<file path="src/rtl/jtag_reg_bank_pkg.sv">
// Shared opcodes, capture constants and instruction decode for the JTAG register bank.
// Decode honours IDCODE_REG_EN: when undefined, opcode 'h1 falls back to BYPASS.
package jtag_reg_bank_pkg;

    localparam int unsigned JTAG_IR_W_DEF = 4;
    localparam int unsigned JTAG_DR_W_DEF = 32;
    localparam int unsigned JTAG_ID_W     = 32;

    localparam logic [31:0] JTAG_IDCODE_V_DEF = 32'h1000_0FF1;
    localparam logic [31:0] JTAG_BYPASS       = 32'hFFFF_FFFF;
    localparam logic [31:0] JTAG_IDCODE       = 32'h0000_0001;
    localparam logic [31:0] JTAG_USER_DATA    = 32'h0000_0008;
    localparam logic [31:0] JTAG_USER_STATUS  = 32'h0000_0009;
    localparam logic [1:0]  JTAG_IR_CAPT      = 2'b01;

    typedef enum logic [1:0] {
        DR_BYPASS,
        DR_IDCODE,
        DR_USER_DATA,
        DR_USER_STATUS
    } dr_sel_e;

    // Unrecognised opcodes select the 1-bit bypass path.
    function automatic dr_sel_e decode_ir(input logic [31:0] ir);
        dr_sel_e sel;
        case (ir)
`ifdef IDCODE_REG_EN
            JTAG_IDCODE:      sel = DR_IDCODE;
`endif
            JTAG_USER_DATA:   sel = DR_USER_DATA;
            JTAG_USER_STATUS: sel = DR_USER_STATUS;
            default:          sel = DR_BYPASS;
        endcase
        return sel;
    endfunction

endpackage

</file>
<file path="src/rtl/jtag_reg_bank_if.sv">
// TAP-side control/data bundle for the JTAG register bank.
// master = TAP controller / test driver, slave = register bank.
interface jtag_reg_bank_if #(
    parameter int unsigned IR_W = 4,
    parameter int unsigned DR_W = 32
);
    logic            rst;
    logic            enable;
    logic            select;
    logic            captdr;
    logic            shiftdr;
    logic            updatedr;
    logic            captir;
    logic            shiftir;
    logic            updateir;
    logic            tdi;
    logic [DR_W-1:0] status_in;
    logic            tdo;
    logic            tdo_en;
    logic [IR_W-1:0] ir_q;
    logic [DR_W-1:0] dr_q;
    logic            dr_upd;

    modport master (
        output rst, enable, select, captdr, shiftdr, updatedr,
               captir, shiftir, updateir, tdi, status_in,
        input  tdo, tdo_en, ir_q, dr_q, dr_upd
    );

    modport slave (
        input  rst, enable, select, captdr, shiftdr, updatedr,
               captir, shiftir, updateir, tdi, status_in,
        output tdo, tdo_en, ir_q, dr_q, dr_upd
    );
endinterface

</file>
<file path="src/rtl/jtag_shift_reg.sv">
// Capture/shift register with a selectable serial insertion point (i_tap).
// Bits above the tap hold during shifting, so a short register can live in a wide one.
module jtag_shift_reg #(
    parameter int unsigned W = 32
) (
    input  logic                 tck,
    input  logic                 trst,
    input  logic                 i_clr,
    input  logic                 i_cap,
    input  logic                 i_shift,
    input  logic [W-1:0]         i_cap_val,
    input  logic [$clog2(W)-1:0] i_tap,
    input  logic                 i_tdi,
    output logic [W-1:0]         o_q,
    output logic                 o_lsb
);
    localparam int unsigned TAP_W = $clog2(W);

    logic [W-1:0] r_sh;
    logic [W-1:0] w_sr;
    logic [W-1:0] w_shifted;

    assign w_sr = r_sh >> 1;

    always_comb begin
        w_shifted = r_sh;
        for (int unsigned j = 0; j < W; j++) begin
            if (TAP_W'(j) == i_tap) begin
                w_shifted[j] = i_tdi;
            end else if (TAP_W'(j) < i_tap) begin
                w_shifted[j] = w_sr[j];
            end
        end
    end

    always_ff @(posedge tck or negedge trst) begin
        if (!trst) begin
            r_sh <= '0;
        end else if (i_clr) begin
            r_sh <= '0;
        end else if (i_cap) begin
            r_sh <= i_cap_val;
        end else if (i_shift) begin
            r_sh <= w_shifted;
        end
    end

    assign o_q   = r_sh;
    assign o_lsb = r_sh[0];
endmodule

</file>
<file path="src/rtl/jtag_reg_bank.sv">
// JTAG instruction register plus BYPASS/IDCODE/USER_DATA/USER_STATUS data registers.
// IDCODE_REG_EN: when defined, IDCODE storage exists and is the reset instruction.
module jtag_reg_bank
    import jtag_reg_bank_pkg::*;
#(
    parameter int unsigned IR_W     = JTAG_IR_W_DEF,
    parameter int unsigned DR_W     = JTAG_DR_W_DEF,
    parameter logic [31:0] IDCODE_V = JTAG_IDCODE_V_DEF
) (
    input logic             tck,
    input logic             trst,
    jtag_reg_bank_if.slave  jtag
);
    localparam int unsigned IR_TAP_W = $clog2(IR_W);
    localparam int unsigned DR_TAP_W = $clog2(DR_W);
`ifdef IDCODE_REG_EN
    localparam logic [IR_W-1:0] IR_RST = IR_W'(JTAG_IDCODE);
`else
    localparam logic [IR_W-1:0] IR_RST = IR_W'(JTAG_BYPASS);
`endif
    localparam logic [IR_W-1:0] IR_CAPT = IR_W'(JTAG_IR_CAPT);

    logic                w_clr;
    logic                w_ir_any;
    logic                w_ir_load;
    logic                w_dr_cap;
    logic                w_dr_shift;
    logic                w_dr_load;
    logic                w_tdo_en;
    logic                w_ir_lsb;
    logic                w_dr_lsb;
    logic [IR_W-1:0]     w_ir_sh;
    logic [DR_W-1:0]     w_dr_sh;
    logic [DR_W-1:0]     w_dr_cap_val;
    logic [DR_TAP_W-1:0] w_dr_tap;
    dr_sel_e             w_sel;

    logic [IR_W-1:0]     r_ir_q;
    logic [DR_W-1:0]     r_dr_q;
    logic                r_byp;
    logic                r_load_d;
    logic                r_dr_upd;

    assign w_clr     = !jtag.rst;
    assign w_ir_any  = jtag.captir | jtag.shiftir | jtag.updateir;
    assign w_ir_load = jtag.updateir & !jtag.captir & !jtag.shiftir;
    assign w_sel     = decode_ir(32'(r_ir_q));

    // IR strobes mask all DR activity; within the DR path capture beats shift beats update.
    assign w_dr_cap   = !w_ir_any & jtag.captdr & (w_sel != DR_BYPASS);
    assign w_dr_shift = !w_ir_any & !jtag.captdr & jtag.shiftdr & (w_sel != DR_BYPASS);
    assign w_dr_load  = !w_ir_any & !jtag.captdr & !jtag.shiftdr & jtag.updatedr
                      & (w_sel == DR_USER_DATA);

    always_comb begin
        w_dr_cap_val = '0;
        w_dr_tap     = DR_TAP_W'(DR_W - 1);
        case (w_sel)
            DR_IDCODE: begin
                w_dr_cap_val = DR_W'(IDCODE_V);
                w_dr_tap     = DR_TAP_W'(JTAG_ID_W - 1);
            end
            DR_USER_DATA:   w_dr_cap_val = r_dr_q;
            DR_USER_STATUS: w_dr_cap_val = jtag.status_in;
            default:        w_dr_cap_val = '0;
        endcase
    end

    jtag_shift_reg #(.W(IR_W)) u_ir_sh (
        .tck       (tck),
        .trst      (trst),
        .i_clr     (w_clr),
        .i_cap     (jtag.captir),
        .i_shift   (jtag.shiftir),
        .i_cap_val (IR_CAPT),
        .i_tap     (IR_TAP_W'(IR_W - 1)),
        .i_tdi     (jtag.tdi),
        .o_q       (w_ir_sh),
        .o_lsb     (w_ir_lsb)
    );

    jtag_shift_reg #(.W(DR_W)) u_dr_sh (
        .tck       (tck),
        .trst      (trst),
        .i_clr     (w_clr),
        .i_cap     (w_dr_cap),
        .i_shift   (w_dr_shift),
        .i_cap_val (w_dr_cap_val),
        .i_tap     (w_dr_tap),
        .i_tdi     (jtag.tdi),
        .o_q       (w_dr_sh),
        .o_lsb     (w_dr_lsb)
    );

    // dr_upd fires only on the first of a run of consecutive USER_DATA updates.
    always_ff @(posedge tck or negedge trst) begin
        if (!trst) begin
            r_ir_q   <= IR_RST;
            r_dr_q   <= '0;
            r_byp    <= 1'b0;
            r_load_d <= 1'b0;
            r_dr_upd <= 1'b0;
        end else if (w_clr) begin
            r_ir_q   <= IR_RST;
            r_dr_q   <= '0;
            r_byp    <= 1'b0;
            r_load_d <= 1'b0;
            r_dr_upd <= 1'b0;
        end else begin
            if (w_ir_load) begin
                r_ir_q <= w_ir_sh;
            end
            if (!w_ir_any && (w_sel == DR_BYPASS)) begin
                if (jtag.captdr) begin
                    r_byp <= 1'b0;
                end else if (jtag.shiftdr) begin
                    r_byp <= jtag.tdi;
                end
            end
            if (w_dr_load) begin
                r_dr_q <= w_dr_sh;
            end
            r_load_d <= w_dr_load;
            r_dr_upd <= w_dr_load & !r_load_d;
        end
    end

    assign w_tdo_en    = jtag.enable & (jtag.shiftdr | jtag.shiftir);
    assign jtag.tdo_en = w_tdo_en;
    assign jtag.tdo    = w_tdo_en & (jtag.select ? w_ir_lsb
                                   : ((w_sel == DR_BYPASS) ? r_byp : w_dr_lsb));
    assign jtag.ir_q   = r_ir_q;
    assign jtag.dr_q   = r_dr_q;
    assign jtag.dr_upd = r_dr_upd;
endmodule
</file>
<file path="src/flat_wrapper.sv">
// flat-port wrapper written by rule: the top's interface ports become plain ports
module jtag_reg_bank_flat import jtag_reg_bank_pkg::*;
#(
    parameter int unsigned IR_W     = JTAG_IR_W_DEF,
    parameter int unsigned DR_W     = JTAG_DR_W_DEF,
    parameter logic [31:0] IDCODE_V = JTAG_IDCODE_V_DEF
)
  (tck, trst, jtag_rst, jtag_enable, jtag_select, jtag_captdr, jtag_shiftdr, jtag_updatedr, jtag_captir, jtag_shiftir, jtag_updateir, jtag_tdi, jtag_status_in, jtag_tdo, jtag_tdo_en, jtag_ir_q, jtag_dr_q, jtag_dr_upd);
  jtag_reg_bank_if #(.IR_W(IR_W), .DR_W(DR_W)) jtag_i ();
  input logic tck;
  input logic trst;
  input wire logic [$bits(jtag_i.rst)-1:0] jtag_rst;
  input wire logic [$bits(jtag_i.enable)-1:0] jtag_enable;
  input wire logic [$bits(jtag_i.select)-1:0] jtag_select;
  input wire logic [$bits(jtag_i.captdr)-1:0] jtag_captdr;
  input wire logic [$bits(jtag_i.shiftdr)-1:0] jtag_shiftdr;
  input wire logic [$bits(jtag_i.updatedr)-1:0] jtag_updatedr;
  input wire logic [$bits(jtag_i.captir)-1:0] jtag_captir;
  input wire logic [$bits(jtag_i.shiftir)-1:0] jtag_shiftir;
  input wire logic [$bits(jtag_i.updateir)-1:0] jtag_updateir;
  input wire logic [$bits(jtag_i.tdi)-1:0] jtag_tdi;
  input wire logic [$bits(jtag_i.status_in)-1:0] jtag_status_in;
  output wire logic [$bits(jtag_i.tdo)-1:0] jtag_tdo;
  output wire logic [$bits(jtag_i.tdo_en)-1:0] jtag_tdo_en;
  output wire logic [$bits(jtag_i.ir_q)-1:0] jtag_ir_q;
  output wire logic [$bits(jtag_i.dr_q)-1:0] jtag_dr_q;
  output wire logic [$bits(jtag_i.dr_upd)-1:0] jtag_dr_upd;
  assign jtag_i.rst = jtag_rst;
  assign jtag_i.enable = jtag_enable;
  assign jtag_i.select = jtag_select;
  assign jtag_i.captdr = jtag_captdr;
  assign jtag_i.shiftdr = jtag_shiftdr;
  assign jtag_i.updatedr = jtag_updatedr;
  assign jtag_i.captir = jtag_captir;
  assign jtag_i.shiftir = jtag_shiftir;
  assign jtag_i.updateir = jtag_updateir;
  assign jtag_i.tdi = jtag_tdi;
  assign jtag_i.status_in = jtag_status_in;
  assign jtag_tdo = jtag_i.tdo;
  assign jtag_tdo_en = jtag_i.tdo_en;
  assign jtag_ir_q = jtag_i.ir_q;
  assign jtag_dr_q = jtag_i.dr_q;
  assign jtag_dr_upd = jtag_i.dr_upd;
  jtag_reg_bank #(.IR_W(IR_W), .DR_W(DR_W), .IDCODE_V(IDCODE_V)) u_core (.tck(tck), .trst(trst), .jtag(jtag_i));
endmodule
</file>
<file path="config.mk">
export PLATFORM = sky130hd
export DESIGN_NAME = jtag_reg_bank_flat
export DESIGN_NICKNAME = d
export VERILOG_FILES = /design/src/rtl/jtag_reg_bank_pkg.sv /design/src/rtl/jtag_reg_bank_if.sv /design/src/rtl/jtag_shift_reg.sv /design/src/rtl/jtag_reg_bank.sv /design/src/flat_wrapper.sv
export SDC_FILE = /design/constraint.sdc
export NUM_CORES = 1
export LEC_CHECK = 0
export BUFFER_PORTS_ARGS = -buffer_cell sky130_fd_sc_hd__buf_2
export CORE_ASPECT_RATIO = 1.2
export CORE_UTILIZATION = 45
export CTS_CLUSTER_SIZE = 20
export DETAILED_ROUTE_END_ITERATION = 10
export HOLD_SLACK_MARGIN = 0.06
export PLACE_DENSITY = 0.8
export SYNTH_ARGS = -nofsm -noshare
export SYNTH_HDL_FRONTEND = slang
export SYNTH_SLANG_ARGS = --single-unit
export TNS_END_PERCENT = 5
</file>
<file path="constraint.sdc">
create_clock -name tck -period 6.54 [get_ports tck]
set_input_delay 0.654 -clock tck [delete_from_list [all_inputs] [get_ports tck]]
set_output_delay 0.654 -clock tck [all_outputs]
set_load 0.05 [all_outputs]
</file>
==> results.yml, run 1 <==
timing:
  rsz0062_at_grt: "no"
  tns_ns: 0
  slew_headroom_pct: 15.8
  period_share_pct: 44.6
  finalCriticalPeriod_ns: 2.92
  tightest_slew_ns: 1.26
  max_freq_mhz: 343
  final.setup_skew_ns: 0.00711
  hold_viol: 0
  setup_viol: 0
  slew_viol_final: 0
logic_synthesis:
  synth_top_area_share_pct: 44.2
  avgSynthCellArea_um2: 11.6
  synth_area_leaders: "dfrtp_1, o32ai_2, mux2_2"
  ys_seq_area_share_pct: 46.8
  syn_area_um2: 4020
  yosysTopAreaCell: "dfrtp_1"
  syn-num-nets: 392
  synth-seq-cells: 75
  yosysWarnings: 0
  syn_inst: 348
  ys_types: 29
global_route:
  grt_pass1_wl_um: 16000
  track_usage_pct: 22.2
  grt_max_degree: 76
  first_global_vias: 3106
  antenna_found_initial: 0
  grt_overflow: 0
clock_network:
  cts_hold_buffers: 0
  cts_buffer_depth: 2
  cts_setup_buffers: 0
  numCtsBuffers: 9
  ctsResizeCount: 0
  clk_pin_slew_ns: 0.07
  cts_max_level: 3
  cts-root-buf: "clkbuf_8"
  cts_tree: "yes"
  cts.sinks: 75
  worstSkewPairLatency_ns: 0.34
critical_path:
  worstSetupStartpoint: "u_core.jtag.ir_q[3]"
  worst-path-max-fanout: 35
  reg2reg_to: "u_core.jtag.dr_q[10]"
  crit_type: "reg2out"
  critPathCaptureType: "output port"
  max_stage_delay_ns: 0.55
  crit_chain: "or3b_1 -> buf_4 -> mux2_2 -> o211a_1 -> buf_2"
  required_ns: 5.89
  cp.depth: 5
  cp.arrival_ns: 2.26
  slowest_stage: "dfstp_2"
  endpoint: "jtag_tdo"
  start_kind: "flip-flop"
  path_buf_inv: 2
  r2r_start: "u_core.jtag.ir_q[0]"
  r2r_cells: 3
  cp_top_family: "flip-flops"
  r2r_slack_ns: 3.92
layout:
  layout_commonest_cell: "buf_2"
  final_area_um2: 4700
  antenna_cells: 0
  final_cells: 528
  layout_common_cells: "buf_2, dfrtp_1, inv_1"
  final_nets: 450
  area_growth_pct: 16.8
  drive_gt1_share_pct: 42.6
hold_path:
  hold_class: "reg2reg"
detailed_routing:
  vias_per_cell: 6.02
  drt_wl_total_um: 9820
  vias: 3177
  drt-met1-wl_um: 4260
  drcViolationCount: 0
  drt_iter0_markers: 269
  wl_met2_um: 4820
  final_antenna_net_count: 0
  dr.pass1.iters: 6
  detail_route.wl_per_cell_um: 18.6
  top_layer: "met4"
  wl_met3_um: 610
power:
  peakVddDrop_mv: 0.109
  leakage_nw: 2.01
  p_per_area_nw_per_um2: 210
floorplanning:
  die_w_um: 88.3
  die_y_um: 106
  dieArea_um2: 9330
  rows: 37
  io_pins: 83
  start_util_pct: 46.7
  core_region_area_um2: 8610
outcome:
  run_status: "finished clean"
placement:
  dp_hpwl_um: 6100
  dp_cells: 512
  postPlaceCellArea_um2: 4460
  gp_congestion: 0.760
  port_buffers: 82
run:
  max-cap-violations: 0
layer usage:
metal	track usage, %	up-vias
met3	4.54	15
met1	30.7	1582
met5	0	-
li1	-	1455
met4	7.49	0
met2	34.4	125
kinds of logic after synthesis:
family	count (synthesis)	share of synthesized area, %
AO/OA/AOI/OAI	103	25.7
flip-flops	75	46.8
AND/OR/NAND/NOR	53	8.05
multiplexers	41	11.2
buffers and inverters	76	8.24
registers in the layout, summed over array words and instances, names as in the netlist:
signal / flops
u_core.r_byp: 1
u_core.jtag.ir_q: 4
u_core.u_ir_sh.o_q: 4
u_core.r_load_d: 1
u_core.u_dr_sh.o_q: 32
u_core.jtag.dr_q: 32
u_core.jtag.dr_upd: 1
power breakdown:
part	internal, mW	switching [mW]	total, mW	leakage [nW]
Clock	0.263	0.167	0.430	0.123
Combinational	0.0328	0.0541	0.0869	0.859
Sequential	0.466	0.00514	0.472	1.03
Total	0.762	0.226	0.989	2.01
metrics by stage:
step                      hold WS (ns)  util, %  total power, mW  worst slack [ns]
final                            0.408     54.6            0.989              3.62
after global placement           0.386     51.8            0.567              3.65
after detailed placement         0.398     51.8            0.568              3.57
after floorplan                  0.358        -            0.532              4.02
after CTS                        0.408     54.6            0.999              3.61
after global routing             0.430     54.6             1.02              3.54
layout make-up:
cell class / instances / area (µm²)
Inverter: 35 / 131
Fill cell: 765 / 3910
Clock inverter: 5 / 100
Timing Repair Buffer: 88 / 458
Tap cell: 117 / 146
Sequential cell: 75 / 1880
Clock buffer: 11 / 141
Multi-Input combinational cell: 197 / 1840
cell usage after synthesis:
cell,n
buf_6,5
nor3_1,1
mux2i_1,8
clkbuf_1,29
o31ai_1,2
or4_4,1
buf_2,7
dfstp_2,4
or3b_1,1
dfrtp_1,71
nor3b_1,2
or4_1,1
mux2_2,33
inv_1,35
and4_1,1
nand2_1,5
nor4_1,32
nor2b_1,1
a21oi_1,2
a22o_1,32
a31oi_1,33
o21a_1,1
o32ai_2,30
o211a_1,1
nor4b_1,1
or3_1,1
nand2b_1,2
nor2_1,4
o32ai_1,2
worst min path at each step:
stage	from	end	slack, ns	cells after the start
floorplan	trst	u_core.jtag.dr_q[0]	0.36	0
global placement	u_core.r_load_d	u_core.jtag.dr_upd	0.39	1
detailed placement	u_core.r_load_d	u_core.jtag.dr_upd	0.40	1
CTS	u_core.r_load_d	u_core.jtag.dr_upd	0.41	1
global route	u_core.r_load_d	u_core.jtag.dr_upd	0.43	1
finish	u_core.r_load_d	u_core.jtag.dr_upd	0.41	1
No activity file was read; power rests on OpenSTA's default activity.
==> run 2: changes to the inputs <==
==> constraint.sdc (replaced) <==
create_clock -name tck -period 2.85 [get_ports tck]
set_input_delay 0.285 -clock tck [delete_from_list [all_inputs] [get_ports tck]]
set_output_delay 0.285 -clock tck [all_outputs]
set_load 0.05 [all_outputs]
==> run 2 against run 1 <==
Effect of this change: worst setup slack got worse by 3.5 ns; first-iteration DRC count fell by 23%; clock skew fell by 0.0044 ns; hold slack got worse by 0.34 ns; wire length fell by 1.5%; clock power rose by 93%; via count rose by 0.25%; critical endpoint unchanged; largest cell class unchanged.
==> results.yml, run 2 (same netlist as run 1, synthesis figures left out) <==
timing:
  slew_headroom_pct: 31.0
  final.setup_skew_ns: 0.00266
  tns_ns: 0
  tightest_slew_ns: 1.03
  fin_hold_ws_ns: 0.0726
  rsz0062_at_grt: "no"
  max_freq_mhz: 366
  period_share_pct: 95.9
  setup_viol: 0
  finalCriticalPeriod_ns: 2.73
  hold_viol: 0
  worst_slack_ns: 0.118
  slew_viol_final: 0
clock_network:
  ctsResizeCount: 0
  cts_hold_buffers: 0
  worstSkewPairLatency_ns: 0.34
  cts.sinks: 75
  cts-root-buf: "clkbuf_8"
  cts_max_level: 3
  cts_buffer_depth: 2
  cts_setup_buffers: 0
  numCtsBuffers: 9
  clk_pin_slew_ns: 0.08
  cts_tree: "yes"
power:
  p_per_area_nw_per_um2: 449
  peakVddDrop_mv: 0.265
  total_power_mw: 2.12
  leakage_nw: 2.03
floorplanning:
  dieArea_um2: 9330
  die_w_um: 88.3
  die_y_um: 106
  io_pins: 83
  rows: 37
  start_util_pct: 46.7
  core_region_area_um2: 8610
run:
  max-cap-violations: 0
layout:
  fillers: 744
  layout_commonest_cell: "buf_2"
  final_cells: 535
  final_area_um2: 4720
  antenna_cells: 0
  final_util_pct: 54.8
  area_growth_pct: 17.3
  drive_gt1_share_pct: 43.8
  layout_common_cells: "buf_2, dfrtp_1, inv_1"
  final_nets: 458
outcome:
  run_status: "finished clean"
detailed_routing:
  vias_per_cell: 5.95
  detail_route.wl_per_cell_um: 18.1
  wl_met3_um: 611
  wl_met2_um: 4660
  vias: 3185
  final_antenna_net_count: 0
  drt-met1-wl_um: 4190
  drt_iter0_markers: 208
  dr.pass1.iters: 4
  drcViolationCount: 0
  top_layer: "met4"
  drt_wl_total_um: 9670
placement:
  gp_congestion: 0.786
  dp_hpwl_um: 6420
  dp_cells: 520
  postPlaceCellArea_um2: 4520
  place_ws_ns: 0.480
  port_buffers: 82
critical_path:
  crit_type: "reg2out"
  crit_chain: "or3b_1 -> buf_4 -> mux2_2 -> o211a_1 -> buf_2"
  start_kind: "flip-flop"
  path_buf_inv: 2
  slowest_stage: "dfstp_2"
  max_stage_delay_ns: 0.55
  required_ns: 2.57
  cp.arrival_ns: 2.45
  critPathCaptureType: "output port"
  cp_top_family: "flip-flops"
  worst-path-max-fanout: 27
global_route:
  grt_max_degree: 76
  antenna_found_initial: 0
  track_usage_pct: 22.5
  first_global_vias: 3196
  grt_pass1_wl_um: 16200
  grt_overflow: 0
hold_path:
  hold_class: "in2async"
[run 2: cell types whose count changed in the layout (fill, tap and decap cells not counted), sizes merged]
| cell | change |
|---|---|
| clkinv | -1 |
| buf | +8 |
| clkinvlp | +2 |
| bufinv | -2 |
[run 2: worst paths after layout]
| path | cells after the start | end | slack [ns] | from |
|---|---|---|---|---|
| hold reg to reg | 1 | u_core.jtag.dr_upd | 0.40 | u_core.r_load_d |
| min in group tck | 2 | u_core.jtag.ir_q[0] | 0.20 | jtag_rst |
| setup reg to reg | 3 | u_core.u_dr_sh.o_q[1] | 0.43 | u_core.jtag.ir_q[3] |
| max in group asynchronous | 1 | u_core.u_dr_sh.o_q[15] | 2.18 | trst |
| hold / removal | 1 | u_core.u_dr_sh.o_q[19] | 0.07 | trst |
| setup / recovery | 5 | jtag_tdo | 0.12 | u_core.jtag.ir_q[3] |
[run 2: final cells by class]
| cell class | instances | area (µm²) | share of cell area (%) |
|---|---|---|---|
| Sequential cell | 75 | 1880 | 39.9 |
| Multi-Input combinational cell | 197 | 1840 | 39.0 |
| Timing Repair Buffer | 96 | 518 | 11.0 |
| Clock buffer | 11 | 151 | 3.21 |
| Tap cell | 117 | 146 | 3.10 |
| Inverter | 35 | 131 | 2.78 |
| Clock inverter | 4 | 50.0 | 1.06 |
[run 2: routing by layer]
layer	up-vias	global-route usage (%)
met1	1569	31.0
li1	1477	-
met2	123	34.9
met5	-	0
met3	16	4.15
met4	0	8.53
[run 2: where the power goes]
group          leakage [nW]  total (mW)  internal [mW]  switching (mW)
Clock                0.0974       0.831          0.446           0.385
Combinational         0.898       0.207         0.0794           0.128
Sequential             1.03        1.08           1.07         0.00921
Total                  2.03        2.12           1.60           0.522
